--- config.mk ---
export PLATFORM = sky130hd
export DESIGN_NAME = cpu_txn_gen_flat
export DESIGN_NICKNAME = d
export VERILOG_FILES = /design/src/rtl/cpu_txn_gen_if.sv /design/src/rtl/cpu_txn_gen.sv /design/src/flat_wrapper.sv
export SDC_FILE = /design/constraint.sdc
export NUM_CORES = 1
export LEC_CHECK = 0
export CAP_MARGIN = 10
export CORE_ASPECT_RATIO = 0.5
export CORE_MARGIN = 1.5
export CORE_UTILIZATION = 58
export CTS_BUF_LIST = sky130_fd_sc_hd__clkbuf_2
export CTS_CLUSTER_DIAMETER = 150
export CTS_CLUSTER_SIZE = 10
export DETAILED_ROUTE_END_ITERATION = 10
export GPL_TIMING_DRIVEN = 0
export PLACE_DENSITY = 0.85
export SLEW_MARGIN = 20
export SYNTH_ARGS = -nofsm -noshare
export SYNTH_HDL_FRONTEND = slang
export SYNTH_SLANG_ARGS = --single-unit
--- constraint.sdc ---
create_clock -name clk -period 4.35 [get_ports clk]
set_input_delay 0.6525 -clock clk [delete_from_list [all_inputs] [get_ports clk]]
set_output_delay 0.6525 -clock clk [all_outputs]
set_load 0.005 [all_outputs]
--- src/rtl/cpu_txn_gen_if.sv ---
// Valid/ready stream carrying 64-bit {cpu_index, seq} words from cpu_txn_gen
// to the CPU-side DPI client stage.
interface cpu_txn_gen_if;
  logic        data_vld;
  logic        data_rdy;
  logic [63:0] data;

  modport master (output data_vld, output data, input data_rdy);
  modport slave  (input data_vld, input data, output data_rdy);
endinterface

--- src/rtl/cpu_txn_gen.sv ---
// Tagged 64-bit transaction source with LFSR-driven idle gaps and a sticky done flag.
// Optional running XOR of transferred words: define CPU_TXN_GEN_CHECKSUM_EN.
module cpu_txn_gen #(
  parameter int unsigned NUM_TXN   = 1000,
  parameter int unsigned MAX_GAP   = 3,
  parameter logic [15:0] LFSR_SEED = 16'hACE1
) (
  input  logic               clk,
  input  logic               rst_n,
  input  logic [31:0]        cpu_index,
  input  logic               start,
  cpu_txn_gen_if.master      bus,
  output logic               transactions_done,
  output logic [31:0]        txn_count
`ifdef CPU_TXN_GEN_CHECKSUM_EN
  ,
  output logic [63:0]        checksum
`endif
);

  typedef enum logic [1:0] {IDLE, SEND, GAP, DONE} state_t;

  localparam logic [31:0] NUM_TXN_L = 32'(NUM_TXN);
  localparam logic [15:0] GAP_MOD   = 16'(MAX_GAP + 1);

  state_t      state_reg, state_next;
  logic        vld_reg, vld_next;
  logic [63:0] data_reg, data_next;
  logic        done_reg, done_next;
  logic [31:0] count_reg, count_next;
  logic [31:0] seq_reg, seq_next;
  logic [31:0] cpu_q_reg, cpu_q_next;
  logic [15:0] lfsr_reg, lfsr_next;
  logic [15:0] gap_reg, gap_next;

  logic        xfer;
  logic [31:0] seq_plus;
  logic [15:0] lfsr_adv;
  logic [15:0] gap_val;

  assign xfer     = vld_reg && bus.data_rdy;
  assign seq_plus = seq_reg + 32'd1;
  // Right-shifting Fibonacci form of taps 16,14,13,11.
  assign lfsr_adv = {lfsr_reg[0] ^ lfsr_reg[2] ^ lfsr_reg[3] ^ lfsr_reg[5], lfsr_reg[15:1]};

  if (MAX_GAP == 0) begin : g_no_gap
    assign gap_val = 16'd0;
  end else begin : g_gap
    assign gap_val = lfsr_adv % GAP_MOD;
  end

  always_comb begin
    state_next = state_reg;
    vld_next   = vld_reg;
    data_next  = data_reg;
    done_next  = done_reg;
    count_next = count_reg;
    seq_next   = seq_reg;
    cpu_q_next = cpu_q_reg;
    lfsr_next  = lfsr_reg;
    gap_next   = gap_reg;
    case (state_reg)
      IDLE: begin
        if (start) begin
          cpu_q_next = cpu_index;
          seq_next   = 32'd0;
          if (NUM_TXN_L == 32'd0) begin
            state_next = DONE;
            done_next  = 1'b1;
          end else begin
            state_next = SEND;
            vld_next   = 1'b1;
            data_next  = {cpu_index, 32'd0};
          end
        end
      end
      SEND: begin
        if (xfer) begin
          count_next = count_reg + 32'd1;
          seq_next   = seq_plus;
          if (seq_plus == NUM_TXN_L) begin
            vld_next   = 1'b0;
            done_next  = 1'b1;
            state_next = DONE;
          end else begin
            lfsr_next = lfsr_adv;
            if (gap_val == 16'd0) begin
              data_next = {cpu_q_reg, seq_plus};
            end else begin
              vld_next   = 1'b0;
              gap_next   = gap_val;
              state_next = GAP;
            end
          end
        end
      end
      GAP: begin
        // seq_reg already points at the next word after the transfer.
        if (gap_reg <= 16'd1) begin
          gap_next   = 16'd0;
          vld_next   = 1'b1;
          data_next  = {cpu_q_reg, seq_reg};
          state_next = SEND;
        end else begin
          gap_next = gap_reg - 16'd1;
        end
      end
      default: begin
        vld_next = 1'b0;
      end
    endcase
  end

  always_ff @(posedge clk or negedge rst_n) begin
    if (!rst_n) begin
      state_reg <= IDLE;
      vld_reg   <= 1'b0;
      data_reg  <= 64'd0;
      done_reg  <= 1'b0;
      count_reg <= 32'd0;
      seq_reg   <= 32'd0;
      cpu_q_reg <= 32'd0;
      lfsr_reg  <= LFSR_SEED;
      gap_reg   <= 16'd0;
    end else begin
      state_reg <= state_next;
      vld_reg   <= vld_next;
      data_reg  <= data_next;
      done_reg  <= done_next;
      count_reg <= count_next;
      seq_reg   <= seq_next;
      cpu_q_reg <= cpu_q_next;
      lfsr_reg  <= lfsr_next;
      gap_reg   <= gap_next;
    end
  end

`ifdef CPU_TXN_GEN_CHECKSUM_EN
  logic [63:0] checksum_reg;

  always_ff @(posedge clk or negedge rst_n) begin
    if (!rst_n) begin
      checksum_reg <= 64'd0;
    end else if (xfer && !done_reg) begin
      checksum_reg <= checksum_reg ^ data_reg;
    end
  end

  assign checksum = checksum_reg;
`endif

  assign bus.data_vld      = vld_reg;
  assign bus.data          = data_reg;
  assign transactions_done = done_reg;
  assign txn_count         = count_reg;

endmodule

--- src/flat_wrapper.sv ---
// flat-port wrapper written by rule: the top's interface ports become plain ports
module cpu_txn_gen_flat 
#(
  parameter int unsigned NUM_TXN   = 1000,
  parameter int unsigned MAX_GAP   = 3,
  parameter logic [15:0] LFSR_SEED = 16'hACE1
)
  (clk, rst_n, cpu_index, start, transactions_done, txn_count, bus_data_vld, bus_data, bus_data_rdy);
  cpu_txn_gen_if bus_i ();
  input  logic clk;
  input  logic rst_n;
  input  logic [31:0] cpu_index;
  input  logic start;
  output logic transactions_done;
  output logic [31:0] txn_count;
  output wire logic [$bits(bus_i.data_vld)-1:0] bus_data_vld;
  output wire logic [$bits(bus_i.data)-1:0] bus_data;
  input wire logic [$bits(bus_i.data_rdy)-1:0] bus_data_rdy;
  assign bus_data_vld = bus_i.data_vld;
  assign bus_data = bus_i.data;
  assign bus_i.data_rdy = bus_data_rdy;
  cpu_txn_gen #(.NUM_TXN(NUM_TXN), .MAX_GAP(MAX_GAP), .LFSR_SEED(LFSR_SEED)) u_core (.clk(clk), .rst_n(rst_n), .cpu_index(cpu_index), .start(start), .bus(bus_i), .transactions_done(transactions_done), .txn_count(txn_count));
endmodule
[Word-level counts from Yosys, hierarchy flattened]
Index checks and enable logic that the tools add are counted.
Operators by class
  bitwise gates (word level): 4
  add/sub/neg operators: 3
  eq/ne operators: 10
  mux-type cells: 26
  reduce and logical (&&, ||, !) cells: 15
  magnitude comparators: 1
Operators by type and width (number)
  64-bit 2-to-1 mux: 5
  64-bit case mux with 3 select lines: 1
  32-bit by 1-bit adder with 32-bit output, second input constant: 2
  16-bit 2-to-1 mux: 4
  32-bit 2-to-1 mux: 2
  32-bit case mux with 2 select lines: 1
  32-bit by 10-bit equality test with 1-bit output, second input constant: 1
  16-bit case mux with 2 select lines: 1
  16-bit by 1-bit less-or-equal comparator with 1-bit output, second input constant: 1
  16-bit zero test: 1
  16-bit by 1-bit subtractor with 16-bit output, second input constant: 1
  2-bit 2-to-1 mux: 5
  3-bit AND reduction: 3
  4-bit AND reduction: 2
  2-bit by 1-bit != test with 1-bit output, second input constant: 3
  2-bit != test, second input constant: 3
  2-bit case mux with 3 select lines: 1
  6-bit AND reduction: 1
  1-bit 2-to-1 mux: 5
  5-bit AND reduction: 1
  2-bit AND reduction: 2
  2-bit nonzero test: 2
  3-bit by 2-bit != test with 1-bit output, second input constant: 1
  1-bit case mux with 3 select lines: 1
  other kinds (7): 9
Storage, ports and cells
  word-level logic and storage cells: 68
  register bits after elaboration: 196
  output and inout bits: 98
  input bits: 36

[Logic depth before layout (Yosys ltp)]
Gate-level depths: netlist of the first run.
  depth in word-level cells: 5
  gate-level depth with buffers: 12
  depth with buffers taken out: 10

[Worst setup path before layout of the first run]
No wires, ideal clock.
  path kind: register -> register
  start: reg u_core.seq_reg[0]
  end: reg u_core.data_reg[21], in the netlist u_core.bus.data[21]
  path buffers: 3
  setup slack: 1089 ps
  library setup time: 125 ps
  required time: 4225 ps
  data arrival time: 3136 ps
  period minus slack after synthesis: 3261 ps
  stages on the path, launching flop included: 13
  cell sequence: dfrtp_1 -> ha_1 -> clkbuf_1 -> nand3_1 -> or4_1 -> o41ai_1 -> and3_1 -> and4bb_1 -> nand4_4 -> o211ai_2 -> buf_8 -> buf_8 -> mux2_4
Between the ends
  cells in the longest elaborated chain, start to end: 5
  elaborated cells between the ends (all ways): 8
  those cells by class: add/sub: 1; eq/ne: 2; mux: 4; reduce/logical: 1
Ends and longest elaborated chain
  start, declared: line cpu_txn_gen.sv:31  | logic [31:0] seq_reg, seq_next;
  start signal, assigned: line cpu_txn_gen.sv:131  | seq_reg <= seq_next;
  32-bit by 1-bit adder with 32-bit output (*): line cpu_txn_gen.sv:42  | assign seq_plus = seq_reg + 32'd1;
  branches (longest 4 deep; another with 32-bit by 10-bit equality test with 1-bit output)
  end signal, assigned: line cpu_txn_gen.sv:128  | data_reg <= data_next;
  end, declared: line cpu_txn_gen.sv:28  | logic [63:0] data_reg, data_next;
Mark *: on every way between the ends. The select of a mux whose other input is x is not followed.
A chain may end at the register's enable or synchronous reset.

[Worst setup path after layout of the first run]
  start: reg u_core.seq_reg[0]
  end: reg u_core.lfsr_reg[12]
Between the ends
  cells in the longest elaborated chain, start to end: 4
Ends and longest elaborated chain
  32-bit by 1-bit adder with 32-bit output: line cpu_txn_gen.sv:42
  32-bit by 10-bit equality test with 1-bit output: line cpu_txn_gen.sv:81  | if (seq_plus == NUM_TXN_L) begin
  1-bit inverter (no line)
  3-bit AND reduction (no line)
  end signal, assigned: line cpu_txn_gen.sv:133  | lfsr_reg <= lfsr_next;
  end, declared: line cpu_txn_gen.sv:33  | logic [15:0] lfsr_reg, lfsr_next;
No other way between the ends.

==> summary.md, run 1 <==
| Metric | Value |
|---|---|
| Minimum clock period | 4123 ps |
| Tcrit/Tclk final | 94.78% |
| Netlist cell types | 73 |
| Full die area | 0.01884 mm² |
| Power per cell area | 633.6 mW/mm² |
| Most common cell after layout, fill and taps aside | dfrtp_1 |
| Worst setup SP type | register |
| Clock buffer depth | 2 |
| Final Hold Viols | 0 |
| Initial antenna violation count | 0 |
| Wirelength per Cell | 18.35 µm |
| CP Buf/Inv Count | 2 |
| Largest register FFs | 64 |
| Detailed Route Iter0 Violations | 846 |
| Syn_area_per_cell | 9.745 µm² |
| Die H | 97.81 µm |
| P&R area growth vs syn | 19.03% |
| Finish-stage setup viols | 0 |
| Max transition margin | 45.89% |
| WHS | 197.4 ps |
| Vias | 8827 |
| Synth async-reset ratio | 100.0% |
| Sink Count | 196 |
| Fin. max-slew vios | 0 |
| Vias in the first global route | 8423 |
| Commonest non-fill, non-tap cells in the layout | dfrtp_1, nand2_1, clkdlybuf4s50_1 |
| Total grt overflow | 0 |
| Largest net degree at the start of global routing | 102 |
| Post-Syn Nets | 1114 |
| Post-DP HPWL | 19.67 mm |
| Warnings, synthesis | 0 |
| Hold Crit Class | in2async |
| Post-synth EDFFs | 0 |
| Sequential fraction of the synthesis area | 47.13% |
| Site Rows | 34 |
| Crit path DAT | 4810 ps |
| Status | completed |
| First-pass GRT wire length | 43.77 mm |
| Critical Path RT | 5040 ps |
| Worst-path cell chain | ha_1, clkbuf_1, nand3_1, or4_1, o41ai_1, and3_1, and4bb_1, nand4_1, nand2_2, buf_6, mux2_2 |
| CP Class | reg2reg |
| # diodes | 0 |
| RSZ-0062 raised after global routing | no |
| All-Layer GR Usage | 29.35% |
| Critical-path maximum fanout | 10 |
| Initial core utilization | 59.64% |
| Worst setup EP type | register |
| Synthesized area | 0.01043 mm² |
| TritonCTS clock tree | built |
| Final clock skew | 51.99 ps |
| Achievable Freq | 242.6 MHz |
| Max incr delay on CP | 580 ps |
| Core box area | 0.01748 mm² |
| Final WL | 27.01 mm |
| Ys flop type | dfrtp_1 |
| IO Count | 134 |
| DR DRC count | 0 |
| Vias per inst | 5.997 |
| PostCTS Resize Cnt | 0 |
| Max-cap violation count | 0 |
| Insertion delay to the later sink of the worst-skew pair | 790 ps |
| CTS buffer count | 17 |
| Nets | 1269 |
| Post-Synthesis Cells | 1070 |
| Actual slew at the worst max-slew pin | 804.3 ps |
| Seq cells post-synth | 196 |
| Antenna Nets Post-Route | 0 |
| Delay-heaviest family, CP | simple AND/OR/NAND/NOR gates |
| Leak Pwr | 5.514 nW |
| Maximum vdd ir drop | 0.0003346 V |
| DIE WIDTH | 192.6 µm |
| Layout cell share with drive strength beyond 1 | 11.87% |
| Fillers | 1271 |
| Path depth of the worst reg2reg path | 11 |
| I/O Buffers | 133 |
| H-tree Lvls | 4 |
| Root Buffer | clkbuf_2 |
| WP depth | 11 |
| CP max-delay cell | or4_1 |
| Placer Congestion | 0.9362 |
| Design Power | 7.864 mW |
| CTS clk-pin slew, worst paths | 310 ps |
| DR pass1 iterations | 6 |
## repair_timing
item                      CTS  global route
hold endpoints to repair  107             0
hold buffers                1             0
setup buffers               0             0
## metrics by stage
stage                     setup WS [ps]  utilization, %  cells  cell area, µm²  TNS (ps)
after floorplan                    1089               -   1070           10430         0
after global placement            -5345           68.93   1437           12050  -1023700
after detailed placement          394.7           69.30   1439           12120         0
after CTS                         371.4           70.95   1472           12410         0
after global routing              80.66           70.99   1472           12410         0
final                             227.2           70.99   1472           12410         0
## synthesized netlist by cell type (all sizes together) (5+ instances only)
library cell  count  area share, %
inv              67            2.4
nand3            39            2.0
nand2           140            5.1
a22o              5           0.42
and3             11           0.66
a31oi            14           0.84
nand2b            7           0.42
ha                8           0.96
nor3             22            1.1
o21ai           120            5.8
o31ai            13           0.94
a22oi            11           0.79
a41oi             5           0.42
a21oi            26            1.2
nor2             50            2.0
and4              5           0.42
xnor2            34            2.9
or4               5           0.40
buf              22            2.0
mux2             62            8.2
clkbuf           50            1.8
nor2b            16           0.96
or3               7           0.42
and2              9           0.54
nand4            27            1.9
mux2i            22            2.1
nor4             13           0.84
dfrtp           188             45
dfstp             8            2.0
xor2             17            1.4
or2               5           0.32
## per-layer routing
metal  global-route usage (%)  share of wire (%)  wire [µm]  vias up
met4                    9.600                2.2        591        0
met1                    42.08                 44      11800     4319
li1                         -                  -          -     4040
met3                    4.709                8.0       2160       62
met5                        0                  0          0        -
met2                    45.77                 46      12460      406
## final cells by class
class | count | area, µm² | area share, %
Sequential cell | 196 | 4915 | 39.60
Multi-Input combinational cell | 735 | 4871 | 39.24
Timing Repair Buffer | 136 | 1401 | 11.29
Inverter | 67 | 251.5 | 2.026
Buffer | 72 | 401.6 | 3.236
Clock buffer | 18 | 90.09 | 0.7258
Tap cell | 234 | 292.8 | 2.359
Clock inverter | 14 | 188.9 | 1.522
## final timing paths
path	startpoint	end	slack, ps
worst max-delay path	u_core.seq_reg[0]	u_core.lfsr_reg[12]	230
worst min-delay path	rst_n	u_core.seq_reg[14]	200
worst max register to register	u_core.seq_reg[0]	u_core.lfsr_reg[12]	230
worst min register to register	u_core.txn_count[31]	u_core.txn_count[31]	500
max in group asynchronous	rst_n	u_core.lfsr_reg[13]	3000
min in group clk	cpu_index[16]	u_core.cpu_q_reg[16]	390
## cells by family (layout without fill, tap and decap cells)
family	Yosys count	after routing	share of synthesized area (%)
buffers and inverters	139	307	6.263
muxes	84	84	10.32
xor gates and xnor gates	51	51	4.284
DFF	196	196	47.13
adders and majority gates	8	8	0.9600
and+or+nand+nor	360	360	17.36
AOI/OAI and AO/OA	232	232	13.68
## where the power goes
group	internal [mW]	total [mW]	switching, mW
sequential	2.30	2.63	0.328
clock	0.302	1.01	0.711
combinational	1.93	4.22	2.29
Power figures use the tool's default switching activity.
==> inputs of run 2 (changes only) <==
- CORE_MARGIN: 1.5 -> 2
==> run 2 against run 1 <==
Effect of this change:
- sequential share of layout area increased by 0.064 points
- count of clock-buffer cells in the layout increased by 1
- critical path depth unchanged
- first-iteration DRC count decreased by 5.2%
- highest routed layer unchanged
- global-route usage decreased by 0.99 points
- core utilization decreased by 0.11 points
- die area increased by 1.5%
- via count increased by 0.29%
- largest power group unchanged
==> summary.md, run 2 (synthesized netlist as in run 1, its figures left out) <==
| Metric | Value |
|---|---|
| Status | completed |
| I/O Buffers | 133 (unchanged) |
| PostCTS Resize Cnt | 0 (unchanged) |
| WHS | 204.5 ps (+7.075 ps) |
| Commonest non-fill, non-tap cells in the layout | dfrtp_1, nand2_1, clkdlybuf4s50_1 |
| Final WL | 26.86 mm (-0.57%) |
| Layout cell share with drive strength beyond 1 | 11.71% (-0.16 points) |
| Post-CTS Setup Repair Bufs | 0 (unchanged) |
| Delay-heaviest family, CP | simple AND/OR/NAND/NOR gates |
| Root Buffer | clkbuf_2 |
| # diodes | 0 (unchanged) |
| Design Power | 7.829 mW (-0.44%) |
| Clock buffer depth | 2 (unchanged) |
| Vias in the first global route | 8477 (+0.64%) |
| Fillers | 1295 (+1.9%) |
| Worst-path cell chain | ha_1, clkbuf_1, nand3_1, or4_1, o41ai_1, and3_1, and4bb_1, nand4_1, nand2_2, buf_6, mux2_2 |
| CTS clk-pin slew, worst paths | 320 ps (about the same) |
| P&R area growth vs syn | 18.84% |
| Crit path DAT | 4690 ps (-120 ps) |
| R2R Path Start | u_core.seq_reg[0] |
| Cell area after layout | 0.01239 mm² (-0.16%) |
| Initial core utilization | 59.64% (unchanged) |
| Placed Cells | 1439 (unchanged) |
| Max transition margin | 26.23% (-20 points) |
| Max-cap violation count | 0 (unchanged) |
| Post-DP HPWL | 19.17 mm (-2.6%) |
| Sink Count | 196 (unchanged) |
| CP max-delay cell | dfrtp_1 |
| Max incr delay on CP | 540 ps (-40 ps) |
| Fin cells | 1472 (unchanged) |
| Slack of the critical path | 344.1 ps (+116.8 ps) |
| TritonCTS clock tree | built |
| Actual slew at the worst max-slew pin | 1096 ps (+292.1 ps) |
| CP Buf/Inv Count | 2 (unchanged) |
| All-Layer GR Usage | 28.36% (-0.99 points) |
| Hold Crit Class | in2async |
| Worst setup SP type | register |
| Full die area | 0.01913 mm² (+1.5%) |
| Fin. max-slew vios | 0 (unchanged) |
| First-pass GRT wire length | 43.47 mm (-0.68%) |
| Tcrit/Tclk final | 92.09% (-2.7 points) |
| Leak Pwr | 5.502 nW (-0.20%) |
| Path depth of the worst reg2reg path | 11 (unchanged) |
| Hold buffers post-CTS | 1 (unchanged) |
| Site Rows | 34 (unchanged) |
| Detailed Route Iter0 Violations | 802 (-5.2%) |
| Maximum vdd ir drop | 0.0003174 V (-5.1%) |
| DIE WIDTH | 193.6 µm (+0.52%) |
| DR pass1 iterations | 5 (-1) |
| Initial antenna violation count | 0 (unchanged) |
| Fin util | 70.87% (-0.11 points) |
| IO Count | 134 (unchanged) |
| Die H | 98.81 µm (+1.0%) |
| Most common cell after layout, fill and taps aside | dfrtp_1 |
| Total grt overflow | 0 (unchanged) |
| Core box area | 0.01748 mm² (unchanged) |
| Largest net degree at the start of global routing | 98 (-3.9%) |
| Critical Path RT | 5040 ps (about the same) |
| Placer Congestion | 0.9398 (+0.38%) |
| CP Class | reg2reg |
| H-tree Lvls | 4 (unchanged) |
| Nets | 1269 (unchanged) |
| RSZ-0062 raised after global routing | no |
| Finish-stage setup viols | 0 (unchanged) |
| Critical-path maximum fanout | 10 (unchanged) |
| Wirelength per Cell | 18.24 µm (-0.57%) |
| Achievable Freq | 249.6 MHz (+2.9%) |
| Final Hold Viols | 0 (unchanged) |
| Minimum clock period | 4006 ps (-116.8 ps) |
| Vias per inst | 6.014 (+0.29%) |
| FF-to-FF End | u_core.lfsr_reg[9] |
| Cell area after placement | 0.01212 mm² (unchanged) |
| Final clock skew | 49.06 ps (-2.928 ps) |
| Antenna Nets Post-Route | 0 (unchanged) |
| DR DRC count | 0 (unchanged) |
| R2r setup slk | 340 ps (+120 ps) |
| Total negative setup slack | 0 ps (unchanged) |
| Worst setup EP type | register |
| Largest register FFs | 64 (unchanged) |
| Pre-CTS WS | 446.4 ps (+51.71 ps) |
| Insertion delay to the later sink of the worst-skew pair | 780 ps (about the same) |
| WP depth | 11 (unchanged) |
| Vias | 8853 (+0.29%) |
| Power per cell area | 631.8 mW/mm² (-0.28%) |
| CTS buffer count | 17 (unchanged) |
run 2: cell count changes in the layout (fill, tap and decap cells not counted), sizes merged:
| cell | delta |
|---|---|
| inv | -1 |
| clkinv | -1 |
| clkinvlp | +1 |
| clkbuf | +1 |
run 2: worst max-delay path by stage:
stage	start	endpoint	slack [ps]
after global routing	u_core.seq_reg[0]	u_core.lfsr_reg[9]	60
final	u_core.seq_reg[0]	u_core.lfsr_reg[9]	340
after detailed placement	u_core.seq_reg[0]	u_core.lfsr_reg[8]	450
after global placement	rst_n	u_core.bus.data[51]	-5340
after CTS	u_core.seq_reg[0]	u_core.lfsr_reg[9]	440
after floorplan	u_core.seq_reg[0]	u_core.bus.data[21]	1090
run 2: area by class of cell:
cell class | count | area [µm²] | area share [%]
sequential | 196 | 4915 | 39.66
multi-input combinational | 735 | 4865 | 39.26
timing repair buffer | 136 | 1401 | 11.31
buffer | 72 | 401.6 | 3.241
tap | 234 | 292.8 | 2.363
inverter | 67 | 251.5 | 2.029
clock inverter | 13 | 170.2 | 1.373
clock buffer | 19 | 95.09 | 0.7674
run 2: worst register-to-register path, cell delays in order, from the launching register on:
cell      delay [ps]
dfrtp_1          540
ha_1             190
clkbuf_1         230
nand3_1          360
or4_1            530
o41ai_1          420
and3_1           220
and4bb_1         310
nand4_1          330
nand2_2          300
buf_6            190
mux2_2           340
run 2: power breakdown:
group          total (mW)  internal, mW  switching [mW]
logic                4.21          1.93            2.28
clock network       0.999         0.294           0.705
registers            2.62          2.30           0.320
run 2: per-layer routing:
layer  track usage [%]  share of wire (%)
met3             4.517                7.6
met5                 0                  0
met1             40.82                 45
met4             10.80                2.6
met2             43.76                 45
==> inputs of run 3 (changes only) <==
- MAX_ROUTING_LAYER: unset -> met4
- SLEW_MARGIN: 20 -> unset
==> run 3 against run 2 <==
Effect of this change:
- core utilization down 0.31 points
- highest routed layer unchanged
- sequential power hardly changed
- clock power shrank 7.2%
- critical path depth unchanged
- critical path type unchanged
- largest cell class unchanged
==> summary.md, run 3 (synthesized netlist as in run 1, its figures left out) <==
| Metric | Value |
|---|---|
| Antenna Nets Post-Route | 0 (unchanged) |
| Vias | 8871 (+0.20%) |
| Clock buffer depth | 2 (unchanged) |
| Insertion delay to the later sink of the worst-skew pair | 800 ps (+20 ps) |
| DR pass1 iterations | 5 (unchanged) |
| Fin cells | 1471 (-0.068%) |
| Most common cell after layout, fill and taps aside | dfrtp_1 |
| Die H | 98.81 µm (unchanged) |
| CTS clk-pin slew, worst paths | 310 ps (about the same) |
| Vias per inst | 6.031 (+0.27%) |
| Design Power | 7.788 mW (-0.52%) |
| H-tree Lvls | 4 (unchanged) |
| Hold buffers post-CTS | 1 (unchanged) |
| Worst setup EP type | register |
| CTS buffer count | 17 (unchanged) |
| Crit path DAT | 4790 ps (+100 ps) |
| Power per cell area | 631.3 mW/mm² (about the same) |
| Slack of the critical path | 241.8 ps (-102.2 ps) |
| Post-CTS Setup Repair Bufs | 0 (unchanged) |
| Core box area | 0.01748 mm² (unchanged) |
| Pre-CTS WS | 416.2 ps (-30.17 ps) |
| Worst setup SP type | register |
| Total grt overflow | 0 (unchanged) |
| Maximum vdd ir drop | 0.0003840 V (+21%) |
| P&R area growth vs syn | 18.31% |
| # diodes | 0 (unchanged) |
| Achievable Freq | 243.4 MHz (-2.5%) |
| Post-DP HPWL | 19.77 mm (+3.2%) |
| Critical-path maximum fanout | 10 (unchanged) |
| RSZ-0062 raised after global routing | no |
| All-Layer GR Usage | 29.79% (+1.4 points) |
| Initial antenna violation count | 0 (unchanged) |
| Site Rows | 34 (unchanged) |
| Final WL | 27.45 mm (+2.2%) |
| Placed Cells | 1438 (-0.069%) |
| IO Count | 134 (unchanged) |
| DIE WIDTH | 193.6 µm (unchanged) |
| TritonCTS clock tree | built |
| I/O Buffers | 133 (unchanged) |
| Final Hold Viols | 0 (unchanged) |
| Root Buffer | clkbuf_2 |
| Layout cell share with drive strength beyond 1 | 11.48% (-0.23 points) |
| Max transition margin | 18.89% (-7.3 points) |
| Nets | 1268 (-0.079%) |
| Largest net degree at the start of global routing | 100 (+2.0%) |
| CP Class | reg2reg |
| Status | completed |
| Wirelength per Cell | 18.66 µm (+2.3%) |
| Commonest non-fill, non-tap cells in the layout | dfrtp_1, nand2_1, clkdlybuf4s50_1 |
| Leak Pwr | 5.475 nW (-0.50%) |
| Initial core utilization | 59.64% (unchanged) |
| Max-cap violation count | 0 (unchanged) |
| Tcrit/Tclk final | 94.44% (+2.4 points) |
| Vias in the first global route | 8393 (-0.99%) |
| Sink Count | 196 (unchanged) |
| Largest register FFs | 64 (unchanged) |
| Critical Path RT | 5040 ps (about the same) |
| DR DRC count | 0 (unchanged) |
| PostCTS Resize Cnt | 0 (unchanged) |
| Fin util | 70.56% (-0.31 points) |
| Minimum clock period | 4108 ps (+102.2 ps) |
| Fin. max-slew vios | 0 (unchanged) |
| Hold Crit Class | in2async |
| Full die area | 0.01913 mm² (unchanged) |
| Finish-stage setup viols | 0 (unchanged) |
| Final clock skew | 47.79 ps (-1.268 ps) |
| Detailed Route Iter0 Violations | 749 (-6.6%) |
| Placer Congestion | 0.9402 (about the same) |
| First-pass GRT wire length | 43.96 mm (+1.1%) |
| Actual slew at the worst max-slew pin | 1206 ps (+109.2 ps) |
| Fillers | 1311 (+1.2%) |
| Total negative setup slack | 0 ps (unchanged) |
==> run 3: cell types whose count changed in the layout (fill, tap and decap cells not counted), sizes merged <==
cell    previous run  this run
inv               72        73
bufinv             2         1
clkinv             5         6
buf               25        24
clkbuf            69        68
==> run 3: per-stage QoR <==
stage / area [µm²] / hold slack, ps
detailed placement: 12090 / 468.3
finish: 12340 / 373.2
floorplan: 10430 / 356.9
global route: 12340 / 334.3
CTS: 12340 / 323.4
global placement: 12050 / 458.1
==> run 3: worst paths after layout <==
kind / from / end / slack (ps) / depth (start not counted)
worst max register to register: u_core.seq_reg[0] / u_core.lfsr_reg[12] / 240 / 11
worst min-delay path: rst_n / u_core.seq_reg[14] / 370 / 2
max in group asynchronous: rst_n / u_core.bus.data[43] / 2970 / 3
worst max-delay path: u_core.seq_reg[0] / u_core.lfsr_reg[12] / 240 / 11
worst min register to register: u_core.lfsr_reg[9] / u_core.lfsr_reg[8] / 490 / 1
min in group clk: cpu_index[20] / u_core.cpu_q_reg[20] / 370 / 3
==> run 3: per-layer routing <==
layer,vias up,wire length (µm),track usage (%)
met5,-,0,-
met4,0,807,10.39
met3,81,1984,5.886
met2,400,12440,45.00
met1,4346,12220,40.54
li1,4044,-,-
==> run 3: area by class of cell <==
cell class / instances / area [µm²] / share of cell area, %
inverter: 67 / 251.5 / 2.039
clock buffer: 18 / 90.09 / 0.7302
tap: 234 / 292.8 / 2.373
timing repair buffer: 135 / 1374 / 11.14
buffer: 72 / 401.6 / 3.256
multi-input combinational: 735 / 4865 / 39.43
clock inverter: 14 / 147.6 / 1.197
sequential: 196 / 4915 / 39.84
==> run 3: worst max-delay path: stages (launching register included) <==
cell      delay, ps
dfrtp_1         550
ha_1            180
clkbuf_1        240
nand3_1         360
nor2_1          560
a31oi_1         190
nor4b_1         390
and4bb_1        360
nand4_1         330
nand2_2         300
buf_6           190
mux2_2          340
==> run 3: report_power, final <==
part | internal, mW | switching, mW | leakage, nW
clock | 0.231 | 0.696 | 0.142
combinational | 1.92 | 2.31 | 2.75
sequential | 2.30 | 0.325 | 2.58
total | 4.46 | 3.33 | 5.47
